--- config.mk ---
export PLATFORM = sky130hd
export DESIGN_NAME = apv_frame_decoder
export DESIGN_NICKNAME = d
export VERILOG_FILES = /design/src/rtl/apv_pkg.sv /design/src/rtl/apv_sync_monitor.sv /design/src/rtl/apv_frame_decoder.sv
export SDC_FILE = /design/constraint.sdc
export NUM_CORES = 1
export LEC_CHECK = 0
export CAP_MARGIN = 20
export CORE_UTILIZATION = 45
export DETAILED_ROUTE_END_ITERATION = 10
export HOLD_SLACK_MARGIN = 0.12
export PLACE_DENSITY = 0.72
export SLEW_MARGIN = 20
export SYNTH_ARGS = -nofsm -noshare
export SYNTH_HDL_FRONTEND = slang
export SYNTH_HIERARCHICAL = 1
export SYNTH_SLANG_ARGS = --single-unit
--- constraint.sdc ---
create_clock -name CLK -period 4.11 [get_ports CLK]
set_input_delay 0.6165 -clock CLK [delete_from_list [all_inputs] [get_ports CLK]]
set_output_delay 0.6165 -clock CLK [all_outputs]
set_load 0.05 [all_outputs]
--- src/rtl/apv_pkg.sv ---
// ---------------------------------------------------------------------------
// apv_pkg
// Shared types and constants for the APV25 frame decoder slice.
//   apv_state_e    : decoder FSM states (idle, header, address, error, data)
//   APV_FRAME_LEN  : analog samples per frame (one per strip)
//   APV_ADDR_BITS  : pipeline address width, transmitted MSB first
//   APV_HDR_LEN    : number of consecutive digital-one samples in a header
// ---------------------------------------------------------------------------
package apv_pkg;

  typedef enum logic [2:0] {
    ST_IDLE,
    ST_HDR,
    ST_ADDR,
    ST_ERRB,
    ST_DATA
  } apv_state_e;

  localparam int APV_FRAME_LEN = 128;
  localparam int APV_ADDR_BITS = 8;
  localparam int APV_HDR_LEN   = 3;

endpackage

--- src/rtl/apv_sync_monitor.sv ---
// ---------------------------------------------------------------------------
// apv_sync_monitor
// Watches the spacing between APV sync pulses and reports lock when two
// consecutive spacings equal SYNC_PERIOD valid samples.
// Ports:
//   i_clk        : clock, rising edge
//   i_rstb       : asynchronous active-low reset
//   i_valid      : qualifies the current sample; nothing moves without it
//   i_syncPulse  : the current valid sample completed a sync pulse
//                  (single high sample followed by a low one)
//   i_header     : the current valid sample completed a frame header
//   o_synced     : sync-pulse train locked
// ---------------------------------------------------------------------------
module apv_sync_monitor #(
  parameter int SYNC_PERIOD = 35
) (
  input  logic i_clk,
  input  logic i_rstb,
  input  logic i_valid,
  input  logic i_syncPulse,
  input  logic i_header,
  output logic o_synced
);

  localparam logic [5:0] SPACE_SAT = 6'd63;

  logic [5:0] r_spaceCnt;
  logic       r_armed;
  logic       r_prevMatch;
  logic       r_synced;
  logic       w_match;

  // The pulse is recognised on the low sample after its high sample, so the
  // counter restarts on that low sample and the high-to-high spacing is the
  // count plus one. A saturated counter can never be a match.
  assign w_match = (r_spaceCnt != SPACE_SAT) &&
                   (({1'b0, r_spaceCnt} + 7'd1) == 7'(SYNC_PERIOD));

  // A header disarms the counter for the whole frame; the first sync pulse
  // afterwards only re-arms it, and the chain of consecutive matches restarts.
  always_ff @(posedge i_clk or negedge i_rstb) begin
    if (!i_rstb) begin
      r_spaceCnt  <= '0;
      r_armed     <= 1'b0;
      r_prevMatch <= 1'b0;
      r_synced    <= 1'b0;
    end else if (i_valid) begin
      if (i_header) begin
        r_armed <= 1'b0;
      end else if (i_syncPulse) begin
        r_spaceCnt <= '0;
        r_armed    <= 1'b1;
        if (!r_armed) begin
          r_prevMatch <= 1'b0;
        end else if (w_match) begin
          r_prevMatch <= 1'b1;
          if (r_prevMatch) begin
            r_synced <= 1'b1;
          end
        end else begin
          r_prevMatch <= 1'b0;
          r_synced    <= 1'b0;
        end
      end else if (r_armed && (r_spaceCnt != SPACE_SAT)) begin
        r_spaceCnt <= r_spaceCnt + 6'd1;
      end
    end
  end

  assign o_synced = r_synced;

endmodule

--- src/rtl/apv_frame_decoder.sv ---
// ---------------------------------------------------------------------------
// apv_frame_decoder
// Decodes the digital frame structure of one APV25 channel: a 3-sample
// header, 8 address bits (MSB first), one error bit and 128 analog samples.
// Optional sync-pulse lock monitor is compiled in with `define APV_SYNC_MON_EN;
// without it SYNCED is tied low.
// Ports:
//   CLK          : clock, rising edge
//   RSTb         : asynchronous active-low reset
//   SAMPLE       : 12-bit ADC word
//   SAMPLE_VALID : qualifies SAMPLE; invalid cycles freeze all state
//   DATA         : analog payload of the current strip
//   DATA_VALID   : one-cycle strobe for DATA/CH_INDEX
//   CH_INDEX     : strip index 0..127
//   FRAME_DONE   : one-cycle pulse with the last strip of a frame
//   ADDR         : pipeline address of the last complete frame
//   ERR_BIT      : error bit of the last complete frame
//   FRAME_CNT    : completed frame count, wraps
//   SYNCED       : sync-pulse train locked
// ---------------------------------------------------------------------------
module apv_frame_decoder
  import apv_pkg::*;
#(
  parameter logic [11:0] THRESHOLD   = 12'h680,
  parameter int          SYNC_PERIOD = 35
) (
  input  logic        CLK,
  input  logic        RSTb,
  input  logic [11:0] SAMPLE,
  input  logic        SAMPLE_VALID,
  output logic [11:0] DATA,
  output logic        DATA_VALID,
  output logic [6:0]  CH_INDEX,
  output logic        FRAME_DONE,
  output logic [7:0]  ADDR,
  output logic        ERR_BIT,
  output logic [15:0] FRAME_CNT,
  output logic        SYNCED
);

  localparam logic [1:0] HDR_LAST  = 2'(APV_HDR_LEN - 1);
  localparam logic [6:0] ADDR_LAST = 7'(APV_ADDR_BITS - 1);
  localparam logic [6:0] IDX_LAST  = 7'(APV_FRAME_LEN - 1);

  apv_state_e  r_state;
  apv_state_e  w_stateNext;
  logic [1:0]  r_run;
  logic [1:0]  w_runNext;
  logic [6:0]  r_idx;
  logic [6:0]  w_idxNext;
  logic [7:0]  r_addrShift;
  logic [7:0]  w_addrShiftNext;
  logic        r_errShadow;
  logic        w_errShadowNext;
  logic        w_high;
  logic        w_dataEvt;
  logic        w_lastEvt;

  logic [11:0] r_data;
  logic        r_dataValid;
  logic [6:0]  r_chIndex;
  logic        r_frameDone;
  logic [7:0]  r_addr;
  logic        r_err;
  logic [15:0] r_frameCnt;

  assign w_high = (SAMPLE > THRESHOLD);

  // r_idx counts address bits in ST_ADDR and strips in ST_DATA. Address and
  // error bits go to shadow registers so a partial frame never disturbs the
  // published ADDR/ERR_BIT.
  always_comb begin
    w_stateNext     = r_state;
    w_runNext       = r_run;
    w_idxNext       = r_idx;
    w_addrShiftNext = r_addrShift;
    w_errShadowNext = r_errShadow;
    w_dataEvt       = 1'b0;
    w_lastEvt       = 1'b0;
    if (SAMPLE_VALID) begin
      case (r_state)
        ST_IDLE: begin
          if (w_high) begin
            w_stateNext = ST_HDR;
            w_runNext   = 2'd1;
          end
        end
        ST_HDR: begin
          if (w_high) begin
            w_runNext = r_run + 2'd1;
            if (r_run == HDR_LAST) begin
              w_stateNext = ST_ADDR;
              w_idxNext   = '0;
            end
          end else begin
            // run=1 is a sync pulse, run=2 a glitch; both just drop back
            w_stateNext = ST_IDLE;
            w_runNext   = '0;
          end
        end
        ST_ADDR: begin
          w_addrShiftNext = {r_addrShift[6:0], w_high};
          if (r_idx == ADDR_LAST) begin
            w_stateNext = ST_ERRB;
            w_idxNext   = '0;
          end else begin
            w_idxNext = r_idx + 7'd1;
          end
        end
        ST_ERRB: begin
          w_errShadowNext = w_high;
          w_stateNext     = ST_DATA;
          w_idxNext       = '0;
        end
        ST_DATA: begin
          w_dataEvt = 1'b1;
          if (r_idx == IDX_LAST) begin
            w_lastEvt   = 1'b1;
            w_stateNext = ST_IDLE;
            w_runNext   = '0;
            w_idxNext   = '0;
          end else begin
            w_idxNext = r_idx + 7'd1;
          end
        end
        default: begin
          w_stateNext = ST_IDLE;
          w_runNext   = '0;
          w_idxNext   = '0;
        end
      endcase
    end
  end

  always_ff @(posedge CLK or negedge RSTb) begin
    if (!RSTb) begin
      r_state     <= ST_IDLE;
      r_run       <= '0;
      r_idx       <= '0;
      r_addrShift <= '0;
      r_errShadow <= 1'b0;
    end else begin
      r_state     <= w_stateNext;
      r_run       <= w_runNext;
      r_idx       <= w_idxNext;
      r_addrShift <= w_addrShiftNext;
      r_errShadow <= w_errShadowNext;
    end
  end

  // Registered outputs: strobes fall on any cycle without a data sample,
  // payload and frame results hold until the next update.
  always_ff @(posedge CLK or negedge RSTb) begin
    if (!RSTb) begin
      r_data      <= '0;
      r_dataValid <= 1'b0;
      r_chIndex   <= '0;
      r_frameDone <= 1'b0;
      r_addr      <= '0;
      r_err       <= 1'b0;
      r_frameCnt  <= '0;
    end else begin
      r_dataValid <= w_dataEvt;
      r_frameDone <= w_lastEvt;
      if (w_dataEvt) begin
        r_data    <= SAMPLE;
        r_chIndex <= r_idx;
      end
      if (w_lastEvt) begin
        r_addr     <= r_addrShift;
        r_err      <= r_errShadow;
        r_frameCnt <= r_frameCnt + 16'd1;
      end
    end
  end

  assign DATA       = r_data;
  assign DATA_VALID = r_dataValid;
  assign CH_INDEX   = r_chIndex;
  assign FRAME_DONE = r_frameDone;
  assign ADDR       = r_addr;
  assign ERR_BIT    = r_err;
  assign FRAME_CNT  = r_frameCnt;

`ifdef APV_SYNC_MON_EN
  logic w_syncPulse;
  logic w_header;

  assign w_syncPulse = SAMPLE_VALID && (r_state == ST_HDR) && !w_high && (r_run == 2'd1);
  assign w_header    = SAMPLE_VALID && (r_state == ST_HDR) && w_high && (r_run == HDR_LAST);

  apv_sync_monitor #(
    .SYNC_PERIOD(SYNC_PERIOD)
  ) u_syncMon (
    .i_clk      (CLK),
    .i_rstb     (RSTb),
    .i_valid    (SAMPLE_VALID),
    .i_syncPulse(w_syncPulse),
    .i_header   (w_header),
    .o_synced   (SYNCED)
  );
`else
  logic w_unusedSyncPeriod;
  assign w_unusedSyncPeriod = ^SYNC_PERIOD;
  assign SYNCED = 1'b0;
`endif

endmodule

==> results by group <==
Detailed routing
  • Remaining DRCs: 0
  • DR vias/cell: about 5.3
  • Routed len/inst: 14.7 um
  • First-pass DRT Iterations: 4
  • Initial DRC count: 132
  • WL final: slightly above 6 mm
  • Via Count: 2224
  • Antenna Nets Post-Route: 0

Synthesis
  • Synth area leaders: dfrtp_1 (56%), mux2_2 (11%), nand2_1 (6.6%), xnor2_1 (2.3%), xor2_1 (2.0%)
  • Synth async-reset ratio: 100%
  • Synth Flop Type: dfrtp_1
  • Synth cell types: 42
  • Seq/Total Area, Yosys: 56.0%
  • Synth warnings: 6
  • Net Count, Synth: ~290
  • Top post-synthesis cells by count: dfrtp_1 (67), nand2_1 (53), mux2_2 (28), nor2_1 (10)
  • Area fraction of the dominant cell type after synthesis: 56.0%
  • Avg Inst Size Synth: 11.0 sq um
  • Mapped cell area: 0.00299 sq mm
  • Post-synth EDFFs: 0
  • Cells after Synth: 271
  • Synth area leader: dfrtp_1
  • FF+latch count, synth: 67
  • Most numerous cell in the Yosys netlist: dfrtp_1

Finish
  • Final cell count without fillers: 416
  • Multi-input gate area: about 0.0012 sq mm
  • Inserted Diodes: 0
  • Final Instance Area: 0.00387 sq mm
  • # nets final: 352
  • Register Area: 0.00168 sq mm
  • Share of post-route cells with drive strength above 1: 16.5%
  • P&R area growth vs syn: 29.4%
  • Filler cell count: 543

Power
  • Overall power: 0.00243 W
  • Combinational share of power: 36.3%
  • Sw Ratio: a little under two fifths
  • Clock power frac: 23.8%
  • Cell Int Power: 0.00151 W
  • Sequential Power Share: approximately two fifths
  • PwrDens: 629 mW/mm^2
  • Pleak: around 1.8 nW
  • Worst IR drop on VDD: 0.497 mV
  • Sw Pwr: 0.000922 W

Floorplan
  • Core ar.: 0.00639 sq mm
  • I/O Pins: 62
  • # rows: 29
  • Die Ht: 83.5 um
  • Starting Density: 46.8%
  • Chip width: between 80 and 90 um
  • Die Area: 0.00698 sq mm

Global routing
  • Maximum number of pins on one net before global-route repair: between 40 and 50
  • Initial antenna violation count: 0
  • GRT met2 Usage: 30.7%
  • Global-route wire length before repair: 10.7 mm
  • All-Layer GR Usage: 19.4%
  • Routing usage on met3: 5.44%
  • Total grt overflow: 0
  • Number of global-route vias before repair: 2252
  • GR Layer Usage met1: 24.9%
  • Most Crowded Layer GR: met2

STA
  • Relative slew slack: 39.0%
  • Slew Viols, Final: 0
  • Final hold vios: 0
  • Setup-failing EPs final: 0
  • Minimum clock period: 2820 ps
  • Final period util: 68.5%
  • Max Fclk: 355 MHz
  • Hold_ws: 405 ps
  • Post-Route Setup TNS: 0 ps
  • Worst-margin pin slew: 916 ps
  • RSZ-0062 raised after global routing: false
  • Setup Skew: 7.77 ps

Clock network
  • Cts hold-fix bufs: 0
  • CTS Root Cell: clkbuf_8
  • Post-cts gate resize count: 0
  • Max H-tree Level: 3
  • Worst-path clk slew: about 70 ps
  • Clock Sinks: 67
  • Post-CTS setup buffers: 0
  • Max Buffers Root-to-Sink: 2
  • TritonCTS clock tree: yes
  • Worst-Skew Late Latency: around 340 ps
  • Num CTS Buffers: 9

Flow run
  • Max-cap violations: 0

Critical path
  • Required time of the critical path: ~4400 ps
  • R2R Path End: FRAME_CNT[13]
  • Worst setup SP type: input port
  • Max FO, Critical Path: 21
  • CP arrival: 3090 ps
  • Worst r2r src: r_state[0]
  • CP endpoint kind: flip-flop
  • Crit path kind: input port to flip-flop
  • Worst reg-to-reg path cell count: 5
  • Worst R2R Setup Slack: 1580 ps

Placement
  • Inst Count DP: 400
  • Hpwl dp: 4.22 mm
  • Post-Place Cell Area: 0.00366 sq mm
  • IO Port Bufs: 60
  • Routability Congestion: 0.864

Run status
  • Run status: finished, final reports clean

Worst hold path
  • Hold Crit Class: input port to async pin
==> how the worst max path moves through the flow <==
stage	depth (start not counted)	end	slack [ps]	from
floorplan	5	FRAME_CNT[13]	2180	SAMPLE_VALID
global placement	6	FRAME_CNT[13]	1010	SAMPLE_VALID
detailed placement	6	FRAME_CNT[13]	920	SAMPLE_VALID
CTS	6	FRAME_CNT[13]	1270	SAMPLE_VALID
global route	6	FRAME_CNT[15]	1110	SAMPLE_VALID
finish	6	FRAME_CNT[13]	1290	SAMPLE_VALID
==> area by class of cell <==
class,instances,area share [%]
Multi-Input combinational cell,187,32.2
Tap cell,77,2.49
Clock buffer,13,4.36
Clock inverter,3,1.16
Sequential cell,67,43.3
Inverter,7,0.679
Timing Repair Buffer,62,15.8
==> cell families after synthesis <==
group / synth area share (%)
multiplexers: 10.9
XOR/XNOR: 4.39
other: 0.125
flip-flops: 56.0
adder cells (fa/ha/maj): 1.25
AO/OA/AOI/OAI: 6.44
AND/OR/NAND/NOR: 18.6
buffers and inverters: 2.30
==> critical path, stage by stage <==
cell	delay, ps
clkdlybuf4s50_1	700
and4bb_4	530
nand4_4	310
or4_4	660
nor2_2	120
xor2_1	150
==> layer usage <==
layer,routed length (um),vias to the layer above
met2,2920,73
met4,126,0
met3,382,13
met1,2700,1074
met5,0,-
li1,-,1064
==> metrics by stage <==
| step | utilization [%] | worst slack [ps] |
|---|---|---|
| 2_1_floorplan | - | 2180 |
| 3_3_place_gp | 57.2 | 1010 |
| 3_5_place_dp | 57.2 | 915 |
| 4_1_cts | 60.6 | 1270 |
| 5_1_grt | 60.6 | 1110 |
| 6_report | 60.6 | 1290 |
==> state kept, by name (all words and copies together), names as in the netlist <==
register     count
FRAME_CNT       16
DATA            12
ADDR             8
r_addrShift      8
CH_INDEX         7
r_idx            7
r_state          3
r_run            2
DATA_VALID       1
ERR_BIT          1
FRAME_DONE       1
r_errShadow      1
==> cells in the final DEF, fill, tap and decap left out, types with 3 or more instances in the layout <==
cell / instances
dfrtp_1: 67
and2_1: 4
nand2_1: 53
and3_1: 3
nor2_1: 10
o21ai_0: 9
nand3_1: 9
ha_1: 3
a21oi_1: 6
clkbuf_8: 12
and4_1: 4
mux2_2: 28
a31oi_1: 3
xor2_1: 7
xnor2_1: 8
nor4_1: 4
inv_1: 7
clkdlybuf4s50_1: 59
nand4_1: 4
nor3_1: 4
==> power groups by stage <==
stage          logic [W]  clock network (W)  registers [W]
2_1_floorplan   0.000363                  0        0.00122
3_3_place_gp    0.000876                  0       0.000976
3_5_place_dp    0.000884                  0       0.000980
4_1_cts         0.000890           0.000590       0.000969
5_1_grt         0.000938           0.000621       0.000996
6_report        0.000883           0.000578       0.000971
No activity file was read; power rests on OpenSTA's default activity.
